===== src/rtl/pwm_pkg.sv =====
// Shared widths, default limits and FSM state type for the PWM pulse generator.
package pwm_pkg;
  localparam int US_W       = 12;
  localparam int FRAME_W    = 15;
  localparam int DEF_MIN_US = 900;
  localparam int DEF_MAX_US = 2000;
  localparam int IDLE_US    = DEF_MIN_US;

  typedef enum logic {
    LOW  = 1'b0,
    HIGH = 1'b1
  } pwm_state_t;

  function automatic logic [US_W-1:0] clamp_us(input logic [US_W-1:0] value,
                                               input logic [US_W-1:0] lo,
                                               input logic [US_W-1:0] hi);
    if (value < lo) return lo;
    if (value > hi) return hi;
    return value;
  endfunction
endpackage


===== src/rtl/pwm_pulse_gen_if.sv =====
// Command side (pulse width, arm) and waveform side (PWM pin, frame status) of one motor output.
interface pwm_pulse_gen_if;
  import pwm_pkg::*;

  logic [US_W-1:0] pulse_time;
  logic            enable;
  logic            pwm_out;
  logic            frame_start;
  logic [US_W-1:0] active_time;

  modport master (output pulse_time, enable, input pwm_out, frame_start, active_time);
  modport slave  (input pulse_time, enable, output pwm_out, frame_start, active_time);
endinterface


===== src/rtl/us_tick_gen.sv =====
// Microsecond prescaler: us_tick is high on the last clock of every CLK_DIV_US-clock period.
module us_tick_gen #(
  parameter int CLK_DIV_US = 27
) (
  input  logic clock,
  input  logic reset,
  output logic us_tick
);
  localparam int CNT_W = (CLK_DIV_US > 1) ? $clog2(CLK_DIV_US) : 1;

  logic [CNT_W-1:0] count;

  assign us_tick = (count == CNT_W'(CLK_DIV_US - 1));

  always_ff @(posedge clock) begin
    if (reset || us_tick) count <= '0;
    else                  count <= count + CNT_W'(1);
  end
endmodule


===== src/rtl/pwm_pulse_gen.sv =====
// PWM frame generator: one pulse of the latched width per FRAME_US frame.
// Build option PWM_SLEW_LIMIT_EN limits per-frame width increases to SLEW_US.
//
// state | meaning
// LOW   | output low; waiting for the next frame boundary
// HIGH  | pulse in progress; ends after active_time microseconds
module pwm_pulse_gen
  import pwm_pkg::*;
#(
  parameter int CLK_DIV_US = 27,
  parameter int FRAME_US   = 20000,
  parameter int MIN_US     = IDLE_US,
  parameter int MAX_US     = DEF_MAX_US,
  parameter int SLEW_US    = 16
) (
  input  logic           clock,
  input  logic           reset,
  pwm_pulse_gen_if.slave bus
);
`ifdef PWM_SLEW_LIMIT_EN
  localparam bit SLEW_ON = 1'b1;
`else
  localparam bit SLEW_ON = 1'b0;
`endif

  logic               us_tick;
  logic               start_q;
  logic               boundary;
  logic               tick_clr;
  logic               frame_start;
  logic [FRAME_W-1:0] frame_cnt;
  logic [US_W-1:0]    active_time;
  logic [US_W-1:0]    target;
  logic [US_W-1:0]    next_time;
  pwm_state_t         state;

  // start_q marks the first edge after reset as a boundary and holds the prescaler at zero for it
  assign tick_clr = reset | start_q;

  us_tick_gen #(.CLK_DIV_US(CLK_DIV_US)) u_tick (
    .clock   (clock),
    .reset   (tick_clr),
    .us_tick (us_tick)
  );

  assign boundary = start_q | (us_tick & (frame_cnt == FRAME_W'(FRAME_US - 1)));
  assign target   = clamp_us(bus.pulse_time, US_W'(MIN_US), US_W'(MAX_US));

  // Decreases apply at once so a cut to idle is never delayed by the ramp
  always_comb begin
    next_time = target;
    if (SLEW_ON && (int'(target) > int'(active_time) + SLEW_US))
      next_time = active_time + US_W'(SLEW_US);
  end

  always_ff @(posedge clock) begin
    if (reset) begin
      start_q     <= 1'b1;
      frame_cnt   <= '0;
      frame_start <= 1'b0;
      active_time <= US_W'(MIN_US);
      state       <= LOW;
    end else begin
      start_q     <= 1'b0;
      frame_start <= boundary;
      if (boundary) begin
        frame_cnt   <= '0;
        active_time <= next_time;
        state       <= bus.enable ? HIGH : LOW;
      end else begin
        if (us_tick) frame_cnt <= frame_cnt + FRAME_W'(1);
        if (state == HIGH && us_tick && (frame_cnt + FRAME_W'(1) == FRAME_W'(active_time)))
          state <= LOW;
      end
    end
  end

  assign bus.pwm_out     = (state == HIGH);
  assign bus.frame_start = frame_start;
  assign bus.active_time = active_time;
endmodule

===== src/flat_wrapper.sv =====
// flat-port wrapper written by rule: the top's interface ports become plain ports
module pwm_pulse_gen_flat import pwm_pkg::*;
#(
  parameter int CLK_DIV_US = 27,
  parameter int FRAME_US   = 20000,
  parameter int MIN_US     = IDLE_US,
  parameter int MAX_US     = DEF_MAX_US,
  parameter int SLEW_US    = 16
)
  (clock, reset, bus_pulse_time, bus_enable, bus_pwm_out, bus_frame_start, bus_active_time);
  pwm_pulse_gen_if bus_i ();
  input  logic clock;
  input  logic reset;
  input wire logic [$bits(bus_i.pulse_time)-1:0] bus_pulse_time;
  input wire logic [$bits(bus_i.enable)-1:0] bus_enable;
  output wire logic [$bits(bus_i.pwm_out)-1:0] bus_pwm_out;
  output wire logic [$bits(bus_i.frame_start)-1:0] bus_frame_start;
  output wire logic [$bits(bus_i.active_time)-1:0] bus_active_time;
  assign bus_i.pulse_time = bus_pulse_time;
  assign bus_i.enable = bus_enable;
  assign bus_pwm_out = bus_i.pwm_out;
  assign bus_frame_start = bus_i.frame_start;
  assign bus_active_time = bus_i.active_time;
  pwm_pulse_gen #(.CLK_DIV_US(CLK_DIV_US), .FRAME_US(FRAME_US), .MIN_US(MIN_US), .MAX_US(MAX_US), .SLEW_US(SLEW_US)) u_core (.clock(clock), .reset(reset), .bus(bus_i));
endmodule

===== config.mk =====
export PLATFORM = sky130hd
export DESIGN_NAME = pwm_pulse_gen_flat
export DESIGN_NICKNAME = d
export VERILOG_FILES = /design/src/rtl/pwm_pkg.sv /design/src/rtl/pwm_pulse_gen_if.sv /design/src/rtl/us_tick_gen.sv /design/src/rtl/pwm_pulse_gen.sv /design/src/flat_wrapper.sv
export SDC_FILE = /design/constraint.sdc
export NUM_CORES = 1
export LEC_CHECK = 0
export ABC_AREA = 0
export BUFFER_PORTS_ARGS = -buffer_cell sky130_fd_sc_hd__buf_4
export CAP_MARGIN = 20
export CORE_MARGIN = 4
export CORE_UTILIZATION = 50
export CTS_CLUSTER_SIZE = 12
export DETAILED_ROUTE_END_ITERATION = 7
export GPL_TIMING_DRIVEN = 0
export PLACE_DENSITY = 0.74
export SETUP_SLACK_MARGIN = 0.1
export SLEW_MARGIN = 20
export SYNTH_ARGS = -nofsm -noshare
export SYNTH_HDL_FRONTEND = slang
export SYNTH_SLANG_ARGS = --single-unit

===== constraint.sdc =====
create_clock -name clock -period 4.2 [get_ports clock]
set_input_delay 1.05 -clock clock [delete_from_list [all_inputs] [get_ports clock]]
set_output_delay 1.05 -clock clock [all_outputs]
set_load 0.03 [all_outputs]

## Yosys cells after proc, flatten, opt, wreduce, memory -nomap -nowiden

Cells that the tools add are included.

- Add/subtract/negate cells: 2
- Multipliers: 0
- Div/mod/pow operators: 0
- Magnitude comparators: 2
- Eq/ne operators: 3
- Shift-type cells: 0
- Multiplexer cells: 11
- Bitwise operators: 3
- Reductions and logical operators: 5

Operators by type and width:

| cell | count |
|---|---|
| 12-bit 2-to-1 mux | 4 |
| 15-bit by 1-bit adder with 15-bit output (second input constant) | 1 |
| 15-bit by 12-bit equality test with 1-bit output | 1 |
| 15-bit equality test (second input constant) | 1 |
| 12-bit by 11-bit > comparator with 1-bit output (second input constant) | 1 |
| 12-bit by 10-bit less-than comparator with 1-bit output (second input constant) | 1 |
| 1-bit 2-to-1 mux | 7 |
| 5-bit by 1-bit adder with 5-bit output (second input constant) | 1 |
| 5-bit equality test (second input constant) | 1 |
| 1-bit logical AND | 2 |
| 1-bit bitwise OR | 2 |
| 2-bit nonzero test | 1 |
| 2-bit OR reduction | 1 |
| 1-bit bitwise AND | 1 |
| 1-bit logical OR | 1 |

- Flip-flop bits (word level): 35
- Latch bits: 0
- Bits in writable memories: 0
- Memory bits (read-only): 0
- Input port bits: 15
- Output and inout bits: 14
- Logic and storage cells: 32
- Memories: 0

## Longest topological paths before layout

Gate-level depths: netlist of the first run.

- Depth after elaboration: 5
- Mapped depth: 10
- Gate-level depth less buffers: 8

## By module

From an unflattened synthesis of the first run, not the netlist that was laid out.

- Cells, all modules: 216
- Area, all modules: 1900.6 um^2

By module, submodules not included:

| module | times used | cells an instance | area each (um^2) | sequential area each (um^2) |
|---|---|---|---|---|
| pwm_pulse_gen | 1 | 194 | 1641.6 | 600.6 |
| us_tick_gen | 1 | 22 | 259.0 | 100.1 |

## Worst setup path before layout of the first run

No wires, ideal clock.

- Path kind: in2reg
- From: input bus_pulse_time[5]
- To: register u_core.active_time[0], in the netlist u_core.bus.active_time[0]
- Setup time: 0.117 ns
- Arrival time: 2.052 ns
- Data required time: 4.083 ns
- Slack: 2.031 ns
- Stages: 6
- Path buffers: 0
- Cells stage by stage: nor3_1 -> nand2_1 -> a211oi_1 -> a211oi_2 -> and2_4 -> a22o_1

- Word-level cells in the longest chain between the ends: 5
- Elaborated cells on any way between the ends: 8
- Those cells by class: order compare (2); mux (6)

RTL lines:

| what | line | RTL |
|---|---|---|
| start: declaration | flat_wrapper.sv:14 | `input wire logic [$bits(bus_i.pulse_time)-1:0] bus_pulse_time;` |
| 12-bit by 11-bit > comparator with 1-bit output | pwm_pkg.sv:18 | `if (value > hi) return hi;` |
| 1-bit 2-to-1 mux (2 in series) | pwm_pkg.sv:18 |  |
| 12-bit 2-to-1 mux | pwm_pkg.sv:19 | `return value;` |
| 12-bit 2-to-1 mux (*) | pwm_pkg.sv:18 |  |
| end signal: assignment | pwm_pulse_gen.sv:61 | `active_time <= US_W'(MIN_US);` |
| end signal: assignment | pwm_pulse_gen.sv:68 | `active_time <= next_time;` |
| end: declaration | pwm_pulse_gen.sv:32 | `logic [US_W-1:0] active_time;` |

Mark *: on every way between the ends. The rest lies on a longest branch, timed or not. The select of a mux whose other input is x is not followed.
A chain may end at the register's enable or synchronous reset.

## Worst setup path after layout of the first run

- From: register u_core.frame_cnt[0]
- To: register u_core.frame_cnt[9]

- Word-level cells in the longest chain between the ends: 4
- Elaborated cells on any way between the ends: 5
- Those cells by class: add/sub (1); eq/ne (1); bitwise (2); reduce/logical (1)

RTL lines:

| what | line | RTL |
|---|---|---|
| start: declaration | pwm_pulse_gen.sv:31 | `logic [FRAME_W-1:0] frame_cnt;` |
| start signal: assignment | pwm_pulse_gen.sv:71 | `if (us_tick) frame_cnt <= frame_cnt + FRAME_W'(1);` |
| branches (longest 4 deep; another with 15-bit by 1-bit adder with 15-bit output) | -- |  |

Parallel ways; which one is timed is not known.

==> impl_metrics.tcl, run 1 <==
set metrics [dict create \
    multi_input_area_um2 1079 \
    design.die.area_um2 4733 \
    ys.flop_type "dfxtp_1" \
    reg2regPathDepth 7 \
    syn_area_per_cell_um2 8.362 \
    routabilityCongestion 0.8317 \
    path_clk_slew_ns 0.07 \
    post-route-period-util 0.5578 \
    wl_per_cell_um 12.95 \
    setup_tns_ns 0 \
    cts_max_path_buffers 2 \
    r2r_end "u_core.frame_cnt[9]" \
    postCtsResizedCells 0 \
    final-seq-area_um2 700.7 \
    min_path_type "flip-flop to flip-flop" \
    cts_setup_buffers 0 \
    cp.required_ns 4.37 \
    core_area_um2 3442 \
    relSlewSlack 0.6855 \
    whs_endpoint "u_core.u_tick.count[0]" \
    synth_seq_cells 35 \
    r2r_setup_slack_ns 1.86 \
    vias 1649 \
    cts_root_buffer "clkbuf_8" \
    drt_wl_total_um 3925 \
    fin_ws_ns 1.857 \
    antenna_found_initial 0 \
    row_count 21 \
    worstHoldStart "u_core.u_tick.count[0]" \
    total_power_w 0.0006459 \
    maxCapViolCount 0 \
    synth_area_um2 1848 \
    slowest_stage "dfxtp_1" \
    rsz0062_at_grt "false" \
    grt_overflow 0 \
    outcome "completed" \
    tightest_slew_ns 0.4681 \
    syn_inst 221 \
    drv_slew 0 \
    cts_tree "built" \
    critical_path_buf_inv_count 1 \
    yosysTopAreaCell "dfxtp_1" \
    grt_usage 0.1949 \
    seq_area_frac_synth 0.3791 \
    htree_levels 2 \
    critPathMaxFanout 10 \
    numPortBuffers 28 \
    die_w_um 68.80 \
    vdd_ir_drop_max_mv 0.1775 \
    final_cells 303 \
    diodes 0 \
    ys_types 44 \
    drc 0 \
    total_leakage_power_nw 0.8273 \
    period_minus_slack_ns 2.343 \
    synth_nets 239 \
    fmax_mhz 426.9 \
    yosys-top-cells-count "35 x dfxtp_1, 35 x nor2_1, 23 x nand2_1" \
    drtAntennaViolNets 0 \
    rr_startpoint "u_core.frame_cnt[0]" \
    initial_core_util 0.5369 \
    nNetsFinal 274 \
    area_growth_pct 18.89 \
    cp-end-kind "flip-flop" \
    fin_skew_ns 0.003561 \
    dp.cells 295 \
    cpPeakStageDelay_ns 0.44 \
    drt_iter0_drc 106 \
    grt_pass1_vias 1538 \
    synth-edff-count 0 \
    io_pins 29 \
    clock_latency_ns 0.28 \
    grt_pass1_wl_um 6858 \
    grt_max_degree 11 \
    cts_buffers 5 \
    fillers 306 \
    pre_cts_slack_ns 1.774 \
    ctsHoldBuffers 0 \
    path_cells "ha_1 -> and4_4 -> nand2_2 -> or3_4 -> nand2_1 -> buf_2 -> nor2_1" \
    ys_async_sr_fraction 0 \
    cts_sinks 35 \
    layout-drive-gt1-share 0.1868 \
    cp_top_family "simple AND/OR/NAND/NOR gates" \
    power.density_nw_per_um2 294.0 \
    drt_first_pass_iters 4 \
    start_kind "flip-flop" \
    hold_viol 0 \
    synth_top_area_frac 0.3791 \
    worst_ep_arrival_time_ns 2.51 \
    yosys_warnings 0 \
    dp_hpwl_um 2975 \
    hold_depth 1 \
    synth_area_leaders "dfxtp_1 38%, xor2_1 8.5%, xnor2_1 8.1%" \
    via_per_inst 5.442 \
    chipHeight_um 68.80 \
    worstSetupPathType "flip-flop to flip-flop" \
    finalSetupViolCount 0 \
]
-- worst max path at each step --
stage               cells after the start  slack (ns)           startpoint                   endpoint
floorplan                               6        2.03    bus_pulse_time[5]  u_core.bus.active_time[0]
global placement                        7        1.76    bus_pulse_time[5]  u_core.bus.active_time[1]
detailed placement                      7        1.77    bus_pulse_time[5]  u_core.bus.active_time[1]
CTS                                     7        1.86  u_core.frame_cnt[0]        u_core.frame_cnt[9]
global route                            7        1.62  u_core.frame_cnt[0]         u_core.bus.pwm_out
finish                                  7        1.86  u_core.frame_cnt[0]        u_core.frame_cnt[9]
-- cell type report --
cell class / count / area share
buffer: 12 / 0.02790
clock buffer: 7 / 0.03474
clock inverter: 1 / 0.002278
inverter: 2 / 0.003417
multi-input combinational: 172 / 0.4909
sequential: 35 / 0.3189
tap: 46 / 0.02620
timing repair buffer: 28 / 0.09567
-- placed cells by master (no fill, tap or decap), types with 2 or more instances in the layout --
cell,n
xor2_1,18
dfxtp_1,35
ha_1,3
nand3_1,13
clkbuf_1,6
and2_1,3
nand2_1,23
a22o_1,4
o22a_1,3
xnor2_1,17
nor4_1,3
o21ai_0,6
o21ai_1,2
inv_1,2
nor2_1,35
buf_4,28
o2111ai_1,2
nor3_1,6
nand4_1,6
clkbuf_8,5
a21oi_1,3
a31oi_1,3
buf_2,7
-- per-stage QoR --
| stage | hold WS [ns] | util | area (um^2) |
|---|---|---|---|
| 6_report | 0.4681 | 0.6383 | 2197 |
| 5_1_grt | 0.5213 | 0.6383 | 2197 |
| 4_1_cts | 0.4754 | 0.6383 | 2197 |
| 3_5_place_dp | 0.4638 | 0.6147 | 2116 |
| 3_3_place_gp | 0.4433 | 0.6147 | 2116 |
| 2_1_floorplan | 0.4297 | - | 1848 |
-- routing by layer --
layer / track usage / routed length (um) / up-vias
li1: - / - / 835
met1: 0.2537 / 1850 / 756
met2: 0.2980 / 1763 / 54
met3: 0.06645 / 264 / 4
met4: 0.07056 / 46 / 0
met5: 0 / 0 / -
-- report_power, final --
part,internal (W),switching (W)
Combinational,0.0000291,0.0000362
Clock,0.000116,0.000116
Sequential,0.000340,0.00000822
-- registers in the layout, indices dropped and copies added (netlist names) --
signal                  flops
u_core.frame_cnt           15
u_core.bus.active_time     12
u_core.u_tick.count         5
u_core.bus.frame_start      1
u_core.bus.pwm_out          1
u_core.start_q              1
-- cell families after synthesis --
group,count (synthesis),synth area share
flops,35,0.3791
compound gates,29,0.1117
buf+inv,14,0.03723
simple gates,103,0.2742
mux,2,0.01151
xor+xnor,35,0.1659
fa+ha+maj,3,0.02031
Power figures use the tool's default switching activity.
==> inputs of run 2 (changes only) <==
- PLACE_DENSITY: 0.74 -> 0.77
- clock period: 4.2 -> 2 ns (I/O delays scaled with it)
==> run 2 against run 1 <==
Core utilization is 5.6 points higher. Critical path depth is 2 higher. Flip-flop and latch count stayed put. Critical endpoint is now u_core.bus.active_time[1].
==> impl_metrics.tcl, run 2 (same netlist as run 1, synthesis figures left out) <==
set metrics [dict create \
    worst_ep_arrival_time_ns 2.16 \
    antenna_found_initial 0 \
    maxCapViolCount 0 \
    slowest_stage "or3_4" \
    fmax_mhz 520.7 \
    area_growth_pct 29.25 \
    worstSetupPathType "flip-flop to flip-flop" \
    numPortBuffers 28 \
    ctsHoldBuffers 0 \
    vias 1693 \
    die_w_um 68.80 \
    grt_pass1_wl_um 7279 \
    wl_met1_um 2017 \
    chipHeight_um 68.80 \
    cpPeakStageDelay_ns 0.36 \
    period_minus_slack_ns 1.921 \
    row_count 21 \
    tightest_slew_ns 0.4756 \
    post-route-period-util 0.9603 \
    nNetsFinal 284 \
    cts_max_path_buffers 2 \
    grt_pass1_vias 1634 \
    cp-end-kind "flip-flop" \
    start_kind "flip-flop" \
    whs_endpoint "u_core.start_q" \
    drv_slew 0 \
    critPathMaxFanout 4 \
    layout-drive-gt1-share 0.2884 \
    top_regs "u_core.frame_cnt (15), u_core.bus.active_time (12), u_core.u_tick.count (5)" \
    regMostFlops "u_core.frame_cnt" \
    wl_met3_um 252 \
    largest_reg_flops 15 \
    drt_first_pass_iters 4 \
    final_common_cell "buf_4" \
    hold_viol 0 \
    path_clk_slew_ns 0.07 \
    relSlewSlack 0.6810 \
    initial_core_util 0.5369 \
    grt_max_degree 11 \
    fin_skew_ns 0.004317 \
    core_area_um2 3442 \
    wl_per_cell_um 14.29 \
    vdd_ir_drop_max_mv 0.3481 \
    htree_levels 2 \
    fin_ws_ns 0.07937 \
    grt_usage 0.2096 \
    dr.max_layer_used "met4" \
    mostFrequentLayoutCells "42 x buf_4, 35 x nor2_1, 30 x dfxtp_1" \
    drt_iter0_drc 106 \
    placedInstanceArea_um2 2130 \
    finalSetupViolCount 0 \
    drc 0 \
    via_per_inst 5.409 \
    diodes 0 \
    rsz0062_at_grt "true" \
    drt_wl_total_um 4473 \
    total_leakage_power_nw 0.9165 \
    fin_area_um2 2389 \
    clock_latency_ns 0.29 \
    design.die.area_um2 4733 \
    pre_cts_slack_ns -0.1837 \
    r2r_setup_slack_ns 0.08 \
    cts_tree "built" \
    rr_startpoint "u_core.u_tick.count[0]" \
    grt_overflow 0 \
    met2_length_um 2113 \
    r2r_end "u_core.bus.active_time[1]" \
    power.density_nw_per_um2 573.0 \
    setup_tns_ns 0 \
    hold_depth 1 \
    min_path_type "input pin to flip-flop" \
    cts_root_buffer "clkbuf_8" \
    path_cells "inv_2 -> ha_4 -> and4b_1 -> buf_6 -> nand2_4 -> or3_4 -> a211oi_4 -> and2_4 -> a22o_1" \
    io_pins 29 \
    cp.required_ns 2.23 \
    cts_sinks 35 \
    drtAntennaViolNets 0 \
    worstHoldStart "reset" \
    dp_hpwl_um 3000 \
    reg2regPathDepth 9 \
    cts_buffers 5 \
    routabilityCongestion 0.8945 \
    outcome "completed" \
]
## run 2: worst max-delay path by stage
stage | startpoint | to | slack, ns | cells past startpoint
finish | u_core.u_tick.count[0] | u_core.bus.active_time[1] | 0.08 | 9
global route | u_core.frame_cnt[2] | u_core.bus.pwm_out | 0.02 | 7
CTS | u_core.u_tick.count[0] | u_core.bus.active_time[8] | 0.08 | 9
detailed placement | u_core.frame_cnt[1] | u_core.frame_cnt[9] | -0.18 | 7
global placement | u_core.u_tick.count[0] | u_core.frame_cnt[5] | -0.16 | 9
floorplan | u_core.u_tick.count[0] | u_core.bus.active_time[7] | 0.11 | 9
## run 2: metal layers
| layer | global-route usage | vias up |
|---|---|---|
| met5 | 0 | - |
| met4 | 0.1022 | 0 |
| met3 | 0.05348 | 11 |
| met2 | 0.3302 | 47 |
| met1 | 0.2655 | 786 |
| li1 | - | 849 |
## run 2: report_power, final
group	internal [W]	switching [W]	total (W)
clock	0.000244	0.000243	0.000487
combinational	0.0000688	0.0000837	0.000152
sequential	0.000712	0.0000174	0.000729
total	0.00102	0.000344	0.00137
## run 2: final cells by class
cell class	count	area [um^2]
inverter	2	7.507
timing repair buffer	41	307.8
clock inverter	1	5.005
multi-input combinational	172	1156
tap	46	57.56
clock buffer	7	76.32
sequential	35	711.9
buffer	9	66.31
fill	288	1054
## run 2: timing repair
action                                  CTS  global route
pin swaps                                10             4
hold endpoints to repair                  0             0
gates resized for setup                  20             6
buffers inserted                          9             4
endpoints found under the setup margin   27            22
## run 2: critical path, delay by kind of cell, from the launching register on
kind | cells | cell delay (ns)
AND/OR/NAND/NOR | 4 | 0.83
AO/OA/AOI/OAI | 2 | 0.41
adder cells (fa/ha/maj) | 1 | 0.12
flip-flops | 1 | 0.33
buffers and inverters | 2 | 0.17
## run 2: metrics by stage
stage	hold WS [ns]	util	total power (W)	std cells
detailed placement	0.4536	0.6187	0.0008857	295
finish	0.3665	0.6939	0.001369	313
CTS	0.3583	0.6805	0.001367	310
global route	0.3572	0.6939	0.001423	313
global placement	0.4433	0.6187	0.0008836	295
floorplan	0.4297	-	0.0008212	221
==> inputs of run 3 (changes only) <==
- REMOVE_ABC_BUFFERS: not set -> 1
- SLEW_MARGIN: 20 -> 10
==> run 3 against run 2 <==
Non-clock buffer count fell by 15. Sequential share of layout area is 1.7 points higher. Fmax grew 1.5%. Die area stayed put. Global-route usage down 2.0 points. Core utilization down 2.8 points. Sequential power about the same. Flip-flop and latch count is the same. Total power rose by 5.0%. Clock power up 16%. Critical path type unchanged.
==> impl_metrics.tcl, run 3 (same netlist as run 1, synthesis figures left out) <==
set metrics [dict create \
    clock_latency_ns 0.29 \
    min_path_type "input pin to flip-flop" \
    design.die.area_um2 4733 \
    diodes 0 \
    drv_slew 0 \
    rsz0062_at_grt "true" \
    dp_hpwl_um 2857 \
    start_kind "flip-flop" \
    worst_ep_arrival_time_ns 2.07 \
    met2_length_um 1861 \
    chipHeight_um 68.80 \
    row_count 21 \
    wl_met3_um 275 \
    final-seq-area_um2 720.7 \
    cts_root_buffer "clkbuf_8" \
    maxCapViolCount 0 \
    grt_max_degree 20 \
    wl_met1_um 1808 \
    drtAntennaViolNets 0 \
    finalSetupViolCount 0 \
    numPortBuffers 28 \
    total_leakage_power_nw 0.8329 \
    cts_buffers 5 \
    grt_usage 0.1898 \
    hold_viol 0 \
    cp-end-kind "flip-flop" \
    mostFrequentLayoutCells "35 x nor2_1, 35 x buf_4, 25 x dfxtp_1" \
    power.density_nw_per_um2 627.5 \
    htree_levels 2 \
    drt_wl_total_um 4057 \
    via_per_inst 5.453 \
    wl_per_cell_um 13.61 \
    largest_reg_flops 15 \
    routabilityCongestion 0.8945 \
    cts_tree "built" \
    io_pins 29 \
    relSlewSlack 0.6612 \
    tightest_slew_ns 0.5043 \
    path_clk_slew_ns 0.07 \
    setup_tns_ns 0 \
    worstSetupPathType "flip-flop to flip-flop" \
    multi_input_area_um2 1142 \
    drc 0 \
    drt_iter0_drc 129 \
    grt_pass1_wl_um 6630 \
    fmax_mhz 528.6 \
    post-route-period-util 0.9460 \
    grt_pass1_vias 1490 \
    initial_core_util 0.5369 \
    grt_overflow 0 \
    period_minus_slack_ns 1.892 \
    fillers 273 \
    core_area_um2 3442 \
    dr.max_layer_used "met4" \
    fin_skew_ns 0.006672 \
    cts_sinks 35 \
    critPathMaxFanout 3 \
    outcome "completed" \
    top_regs "u_core.frame_cnt (15), u_core.bus.active_time (12), u_core.u_tick.count (5)" \
    cp.required_ns 2.18 \
    vdd_ir_drop_max_mv 0.4716 \
    die_w_um 68.80 \
    layout-drive-gt1-share 0.2659 \
    ctsHoldBuffers 0 \
    drt_first_pass_iters 4 \
    area_growth_pct 23.97 \
    regMostFlops "u_core.frame_cnt" \
    cts_max_path_buffers 2 \
    post-route-util 0.6656 \
    nNetsFinal 269 \
    vias 1625 \
    antenna_found_initial 0 \
]
[run 3: cell count changes in the layout (fill, tap and decap cells not counted), moves of 2 or more]
cell	delta
buf_2	-4
buf_4	-7
buf_6	-3
clkbuf_8	+2
dfxtp_1	-5
dfxtp_2	+4
[run 3: timing repair]
action,CTS,global route
setup buffers,3,4
endpoints found under the setup margin,28,19
resized for setup,18,8
pin swaps,4,3
[run 3: where the power goes]
part | switching, W | internal [W]
Sequential | 0.0000176 | 0.000710
Combinational | 0.0000803 | 0.0000663
Clock | 0.000249 | 0.000314
[run 3: worst paths after layout]
path / depth (start not counted) / slack [ns] / start / endpoint
setup / recovery: 8 / 0.11 / u_core.u_tick.count[0] / u_core.bus.active_time[9]
hold / removal: 1 / 0.36 / reset / u_core.start_q
setup reg to reg: 8 / 0.11 / u_core.u_tick.count[0] / u_core.bus.active_time[9]
hold reg to reg: 2 / 0.48 / u_core.bus.active_time[10] / u_core.bus.active_time[10]
[run 3: layout make-up]
| type | count | share of cell area |
|---|---|---|
| Multi-Input combinational cell | 172 | 0.4986 |
| Timing Repair Buffer | 35 | 0.1147 |
| Clock buffer | 8 | 0.04369 |
| Sequential cell | 35 | 0.3146 |
| Tap cell | 46 | 0.02512 |
| Inverter | 2 | 0.003277 |
[run 3: worst max-delay path: stages, from the launching register on]
cell and delay [ns]:
dfxtp_2 0.33, inv_2 0.06, ha_4 0.12, and4b_2 0.28
nand2_2 0.06, or3_4 0.36, a211oi_4 0.28, nand2_2 0.10
o22a_1 0.18
[run 3: per-stage QoR]
stage               setup slack (ns)  area [um^2]  std cells  total power (W)  hold slack (ns)
floorplan                   -0.05117         1787        209        0.0008198           0.4297
global route                0.008943         2291        298         0.001499           0.3578
CTS                           0.1006         2231        294         0.001440           0.3526
finish                        0.1080         2291        298         0.001438           0.3642
global placement             -0.3313         2054        283        0.0008815           0.4433
detailed placement           -0.3273         2054        283        0.0008828           0.4498
[run 3: routing by layer]
layer  GRT usage  up-vias
met2      0.2992       59
li1            -      823
met3     0.05835       14
met1      0.2383      729
met4     0.08273        0
met5           0        -
